<file path="config.mk">
export PLATFORM = sky130hd
export DESIGN_NAME = melody_recorder
export DESIGN_NICKNAME = d
export VERILOG_FILES = /design/src/rtl/melody_recorder.sv
export SDC_FILE = /design/constraint.sdc
export NUM_CORES = 1
export LEC_CHECK = 0
export ABC_CLOCK_PERIOD_IN_PS = 5700
export CAP_MARGIN = 15
export CELL_PAD_IN_SITES_DETAIL_PLACEMENT = 1
export CELL_PAD_IN_SITES_GLOBAL_PLACEMENT = 2
export CORE_MARGIN = 2
export CORE_UTILIZATION = 47
export DETAILED_ROUTE_END_ITERATION = 10
export GPL_ROUTABILITY_DRIVEN = 0
export PLACE_DENSITY_LB_ADDON = 0.3
export SKIP_LAST_GASP = 1
export SYNTH_ARGS = -nofsm -noshare
export SYNTH_HDL_FRONTEND = slang
export SYNTH_SLANG_ARGS = --single-unit
</file>
<file path="constraint.sdc">
create_clock -name clk -period 5.7 [get_ports clk]
set_clock_uncertainty 0.2 [all_clocks]
set_input_delay 0.57 -clock clk [delete_from_list [all_inputs] [get_ports clk]]
set_output_delay 0.57 -clock clk [all_outputs]
set_load 0.02 [all_outputs]
</file>
<file path="src/rtl/melody_recorder.sv">
// Sits between piano_keypad and pitch_generator: registered live passthrough,
// run-length recording of the live note stream, and gapless playback of the buffer.
//
// state  | meaning
// -------+-----------------------------------------------------------------
// IDLE   | live passthrough; waits for rec_start / play_start
// RECORD | live passthrough; segments of constant (note, octave) are buffered
// PLAY   | buffer entries drive note/octave, each held d*TICK_DIV cycles
module melody_recorder #(
   parameter int DEPTH    = 64,
   parameter int TICK_DIV = 1000000,
   parameter int DUR_W    = 8
) (
   input  logic                       clk,
   input  logic                       rst_n,
   input  logic [3:0]                 live_note,
   input  logic [3:0]                 live_octave,
   input  logic                       rec_start,
   input  logic                       play_start,
   input  logic                       stop,
   output logic [3:0]                 note,
   output logic [3:0]                 octave,
   output logic [1:0]                 state,
   output logic [$clog2(DEPTH):0]     count,
   output logic                       full
);

   localparam int AW = (DEPTH > 1) ? $clog2(DEPTH) : 1;
   localparam int CW = $clog2(DEPTH) + 1;
   localparam int TW = $clog2(TICK_DIV + 1);
   localparam int EW = 8 + DUR_W;

   localparam logic [1:0] ST_IDLE   = 2'd0;
   localparam logic [1:0] ST_RECORD = 2'd1;
   localparam logic [1:0] ST_PLAY   = 2'd2;

   localparam logic [DUR_W-1:0] DUR_MAX   = '1;
   localparam logic [DUR_W-1:0] DUR_SAT   = DUR_MAX - DUR_W'(1);
   localparam logic [TW-1:0]    TICK_LAST = TW'(TICK_DIV - 1);
   localparam logic [CW-1:0]    DEPTH_C   = CW'(DEPTH);
   localparam logic [CW-1:0]    LAST_SLOT = CW'(DEPTH - 1);

   logic [1:0]        state_q, state_d;
   logic [CW-1:0]     count_q, count_d;
   logic              full_q, full_d;
   logic [3:0]        note_q, note_d;
   logic [3:0]        octave_q, octave_d;
   logic [TW-1:0]     tick_q, tick_d;
   logic [DUR_W-1:0]  dur_q, dur_d;
   logic [3:0]        cur_note_q, cur_note_d;
   logic [3:0]        cur_oct_q, cur_oct_d;
   logic [CW-1:0]     ptr_q, ptr_d;
   logic [DUR_W-1:0]  rem_q, rem_d;

   logic              wr_en;
   logic [DUR_W-1:0]  wr_dur;
   logic              tick_wrap;
   logic              pair_chg;
   logic              entry_done;

   logic [EW-1:0]     mem [DEPTH];
   logic [EW-1:0]     rd_q;
   logic [3:0]        rd_note;
   logic [3:0]        rd_oct;
   logic [DUR_W-1:0]  rd_dur;

   assign tick_wrap  = (tick_q == TICK_LAST);
   assign pair_chg   = (live_note != cur_note_q) || (live_octave != cur_oct_q);
   // rem_q==0 only right after play_start: nothing loaded yet, load entry 0 at once
   assign entry_done = (rem_q == '0) || (tick_wrap && (rem_q == DUR_W'(1)));

   assign rd_note = rd_q[EW-1 -: 4];
   assign rd_oct  = rd_q[DUR_W +: 4];
   assign rd_dur  = rd_q[DUR_W-1:0];

   always_comb begin
      state_d    = state_q;
      count_d    = count_q;
      full_d     = full_q;
      note_d     = note_q;
      octave_d   = octave_q;
      tick_d     = tick_q;
      dur_d      = dur_q;
      cur_note_d = cur_note_q;
      cur_oct_d  = cur_oct_q;
      ptr_d      = ptr_q;
      rem_d      = rem_q;
      wr_en      = 1'b0;
      wr_dur     = dur_q;

      case (state_q)
         ST_IDLE: begin
            note_d   = live_note;
            octave_d = live_octave;
            if (!stop && rec_start) begin
               state_d    = ST_RECORD;
               count_d    = '0;
               full_d     = 1'b0;
               cur_note_d = live_note;
               cur_oct_d  = live_octave;
               dur_d      = '0;
               tick_d     = '0;
            end else if (!stop && play_start && (count_q != '0)) begin
               state_d = ST_PLAY;
               ptr_d   = '0;
               rem_d   = '0;
               tick_d  = '0;
            end
         end

         ST_RECORD: begin
            note_d   = live_note;
            octave_d = live_octave;
            if (stop) begin
               state_d = ST_IDLE;
               wr_en   = (dur_q != '0) && (count_q < DEPTH_C);
            end else if (pair_chg) begin
               // zero-tick segments are keypad glitches and are dropped
               wr_en      = (dur_q != '0);
               cur_note_d = live_note;
               cur_oct_d  = live_octave;
               dur_d      = '0;
               tick_d     = '0;
            end else if (tick_wrap) begin
               tick_d = '0;
               if (dur_q == DUR_SAT) begin
                  wr_en  = 1'b1;
                  wr_dur = DUR_MAX;
                  dur_d  = '0;
               end else begin
                  dur_d = dur_q + DUR_W'(1);
               end
            end else begin
               tick_d = tick_q + TW'(1);
            end
            if (wr_en) begin
               count_d = count_q + CW'(1);
               if (count_q == LAST_SLOT) begin
                  full_d  = 1'b1;
                  state_d = ST_IDLE;
               end
            end
         end

         ST_PLAY: begin
            if (stop) begin
               state_d  = ST_IDLE;
               note_d   = live_note;
               octave_d = live_octave;
            end else if (entry_done) begin
               if (ptr_q == count_q) begin
                  state_d  = ST_IDLE;
                  note_d   = live_note;
                  octave_d = live_octave;
               end else begin
                  // rd_q already holds entry ptr_q, so the swap is gapless
                  note_d   = rd_note;
                  octave_d = rd_oct;
                  rem_d    = rd_dur;
                  tick_d   = '0;
                  ptr_d    = ptr_q + CW'(1);
               end
            end else if (tick_wrap) begin
               tick_d = '0;
               rem_d  = rem_q - DUR_W'(1);
            end else begin
               tick_d = tick_q + TW'(1);
            end
         end

         default: state_d = ST_IDLE;
      endcase
   end

   always_ff @(posedge clk or negedge rst_n) begin
      if (!rst_n) begin
         state_q    <= ST_IDLE;
         count_q    <= '0;
         full_q     <= 1'b0;
         note_q     <= '0;
         octave_q   <= '0;
         tick_q     <= '0;
         dur_q      <= '0;
         cur_note_q <= '0;
         cur_oct_q  <= '0;
         ptr_q      <= '0;
         rem_q      <= '0;
      end else begin
         state_q    <= state_d;
         count_q    <= count_d;
         full_q     <= full_d;
         note_q     <= note_d;
         octave_q   <= octave_d;
         tick_q     <= tick_d;
         dur_q      <= dur_d;
         cur_note_q <= cur_note_d;
         cur_oct_q  <= cur_oct_d;
         ptr_q      <= ptr_d;
         rem_q      <= rem_d;
      end
   end

   // read address follows ptr_d so rd_q always mirrors entry ptr_q
   always_ff @(posedge clk) begin
      if (wr_en)
         mem[count_q[AW-1:0]] <= {cur_note_q, cur_oct_q, wr_dur};
      rd_q <= mem[ptr_d[AW-1:0]];
   end

   assign note   = note_q;
   assign octave = octave_q;
   assign state  = state_q;
   assign count  = count_q;
   assign full   = full_q;

endmodule

</file>
==> metrics.cfg <==
[outcome]
run_status=complete, no violations

[grt]
grt_pass1_vias=28900
grt_max_degree=157
grt_usage_pct=26.3
grt_overflow_total=0
grt_antenna_before_repair=4
grt_pass1_wl_mm=192

[final_layout]
mostFrequentLayoutCell=sky130_fd_sc_hd__edfxtp_1
filler_cell_count_in_the_final_layout=9217
layout_common_cells=1,024 x sky130_fd_sc_hd__edfxtp_1, 394 x sky130_fd_sc_hd__mux2i_1, 280 x sky130_fd_sc_hd__nand2_1
areaGrowthSynthToFinish_pct=12.7
design.final.nets=3237
multi_input_comb_area_sq_mm=0.0119
final-seq-area_sq_mm=0.0328
post_route_cells_drive_above_1_share_pct=11.6

[routing]
highest_signal_layer_in_the_routed_design=met5
drt-pass1-iter-count=5
vias=27900
route.met3.wl_mm=8.43
met1_wl_mm=54.3
totalWireLength_mm=132
post-route-drc-count=0
route.met2.wl_mm=63.7
ant_nets=0
avgRoutedWirePerCell_um=28.8
post_drt_via_cell_ratio=6.09
first_iter_violations=2581

[synthesis]
post-synth-top-area-fraction_pct=67.1
synth.top_cells.by_area=sky130_fd_sc_hd__edfxtp_1 67%, sky130_fd_sc_hd__mux2i_1 8.6%, sky130_fd_sc_hd__dfrtp_1 3.8%
yosys.area_share.simple_pct=9.05
synth_area_in_adders_pct=0.355
synthDistinctLibCells=76
synth_largest_area_cell=sky130_fd_sc_hd__edfxtp_1
total_nets_after_synthesis=3152
synth_cell_area_sq_mm=0.0458
syn_avg_cell_area_sq_um=14.7
synth_mux_area_share_pct=9.49
ys_ff_latch=1109
synth-main-ff-cell=sky130_fd_sc_hd__edfxtp_1
synth_enable_flop_cells=1024
synth_compound_area_share_pct=6.51
synth_top_family_by_area=multiplexers
yosys.area_share.xor_xnor_pct=0.535
yosysSeqAreaShare_pct=71.6
synth_async_sr_flop_share_pct=6.22
ys_warn_count=0
post_synth_inst_count=3126

[critical_path]
cp_slowest_cell=sky130_fd_sc_hd__or4b_2
worst-endpoint-required_ns=6.13
cp_common_cell=sky130_fd_sc_hd__buf_4
worstPathCellList=or4b_2, nor4_4, nand3_2, a211o_1, and3_4, inv_4, buf_4, buf_4, and3_1, a31oi_1, a41oi_1, o2111ai_1, o22ai_1
worstSetupStartpointType=flop
critPathArrivalTime_ns=5.62
worstPathMaxFanout=41
timing.critical_path.slowest_cell_delay_ns=0.72
critPathCaptureType=flop
criticalPathCategory=flop to flop

[sta]
timing.setup.tns_ns=0
final_period_minus_worst_setup_slack_ns=5.19
worst_slew_margin_rel_pct=24.7
maxClockFrequency_mhz=192
max_slew.worst_pin.slew_ns=1.13
hold_ws_ns=0.309
rsz_0062_raised_after_global_routing=false
finalSetupViolCount=0
min_period_over_period_pct=91.1
hold_viol=0
drv_slew=0

[job]
max_cap_violations=0

[clock_tree]
clk_pin_slew_ns=0.06
clock_insertion_delay_worst_skew_ns=0.71
numCtsBuffers=113
sinks_on_clock_net=1109
ctsHtreeMaxLevel=3
root_buffer=sky130_fd_sc_hd__clkbuf_16
cts_tree=built
cts-root-to-sink-buffers=3
postCtsSetupRepairBufs=0

[die]
dieArea_sq_mm=0.100
core.rowCount=114
ioPinCount=31
die-height_um=316
initial_utilization_pct=47.4
core-area_sq_mm=0.0967
die_w_um=316

[placement]
place.port_buffers=30
hpwlAfterDp_mm=78.2

[power_and_ir_drop]
power.static_leakage_nw=18.1
power_per_cell_area_mw_per_mm2=568
ir_drop_uv=618
p_total_mw=29.3

[worst_hold_path]
worstHoldPathType=flop to flop

[power by group]
part / internal, mW / switching, mW
logic: 3.92 / 8.23
registers: 9.62 / 0.268
clock network: 4.19 / 3.12
[cell type report]
class | instances | share of cell area, %
Sequential cell | 1109 | 63.6
Tap cell | 1276 | 3.09
Clock inverter | 63 | 1.13
Inverter | 19 | 0.179
Multi-Input combinational cell | 1792 | 23.1
Antenna cell | 1 | 0.00485
Timing Repair Buffer | 176 | 3.09
Clock buffer | 147 | 5.87
[state kept, by name (all words and copies together) (netlist names)]
| signal | cells |
|---|---|
| mem | 1024 |
| tick_q | 20 |
| rd_q | 16 |
| dur_q | 8 |
| rem_q | 8 |
| count | 7 |
| ptr_q | 7 |
| cur_note_q | 4 |
| cur_oct_q | 4 |
| note | 4 |
| octave | 4 |
| state | 2 |
| full | 1 |
[critical path, delay by kind of cell (launching register included)]
kind | cells | cell delay [ns]
flops | 1 | 0.43
simple gates | 5 | 1.93
compound gates | 5 | 1.38
buf+inv | 3 | 1.12
[kinds of logic (layout without fill, tap and decap cells)]
family,after synthesis,count (layout)
mux,430,430
compound gates,434,434
fa+ha+maj,13,13
xor+xnor,28,28
other cells,0,1
simple gates,887,887
flops,1109,1109
buf+inv,225,405
[per-layer routing]
metal	vias up	track usage, %
met5	-	0
met4	8	11.7
met3	248	4.80
met2	899	43.4
met1	14600	34.3
li1	12200	-
[through the flow]
stage / setup WS [ns] / util, % / instance area [sq um] / std cells
floorplan: 1.70 / - / 45800 / 3126
global placement: 0.595 / 49.6 / 48000 / 4371
detailed placement: 0.565 / 49.6 / 48000 / 4371
CTS: 0.546 / 53.4 / 51600 / 4582
global route: 0.308 / 53.4 / 51600 / 4582
finish: 0.505 / 53.4 / 51600 / 4583
[final timing paths]
path,depth (start not counted),slack (ns),from,to
hold reg to reg,1,0.31,tick_q[19]$_DFFE_PN0P_,tick_q[19]$_DFFE_PN0P_
max in group asynchronous,2,4.27,rst_n,dur_q[7]$_DFFE_PN0P_
setup reg to reg,13,0.51,tick_q[8]$_DFFE_PN0P_,rd_q[10]$_DFF_P_
hold / removal,1,0.31,tick_q[19]$_DFFE_PN0P_,tick_q[19]$_DFFE_PN0P_
setup / recovery,13,0.51,tick_q[8]$_DFFE_PN0P_,rd_q[10]$_DFF_P_
min in group asynchronous,2,0.34,rst_n,note[0]$_DFFE_PN0P_
[cell usage after synthesis, types with 30 or more instances]
master	instances
sky130_fd_sc_hd__a21oi_1	70
sky130_fd_sc_hd__edfxtp_1	1024
sky130_fd_sc_hd__nand2_1	280
sky130_fd_sc_hd__mux2_2	36
sky130_fd_sc_hd__mux2i_1	394
sky130_fd_sc_hd__a31oi_1	62
sky130_fd_sc_hd__o21ai_0	82
sky130_fd_sc_hd__nand4_1	34
sky130_fd_sc_hd__dfrtp_1	69
sky130_fd_sc_hd__nor2_1	187
sky130_fd_sc_hd__buf_2	69
sky130_fd_sc_hd__buf_4	31
sky130_fd_sc_hd__clkbuf_1	86
sky130_fd_sc_hd__o2111ai_1	30
sky130_fd_sc_hd__and3_1	68
sky130_fd_sc_hd__nand3_1	246
sky130_fd_sc_hd__o21a_1	31
[repair_timing]
item / CTS / global route
endpoints found under the setup margin: 0 / 0
hold buffers: 1 / 0
resized for setup: 0 / 0
hold endpoints to repair: 69 / 0
(Power assumes the default switching activity.)
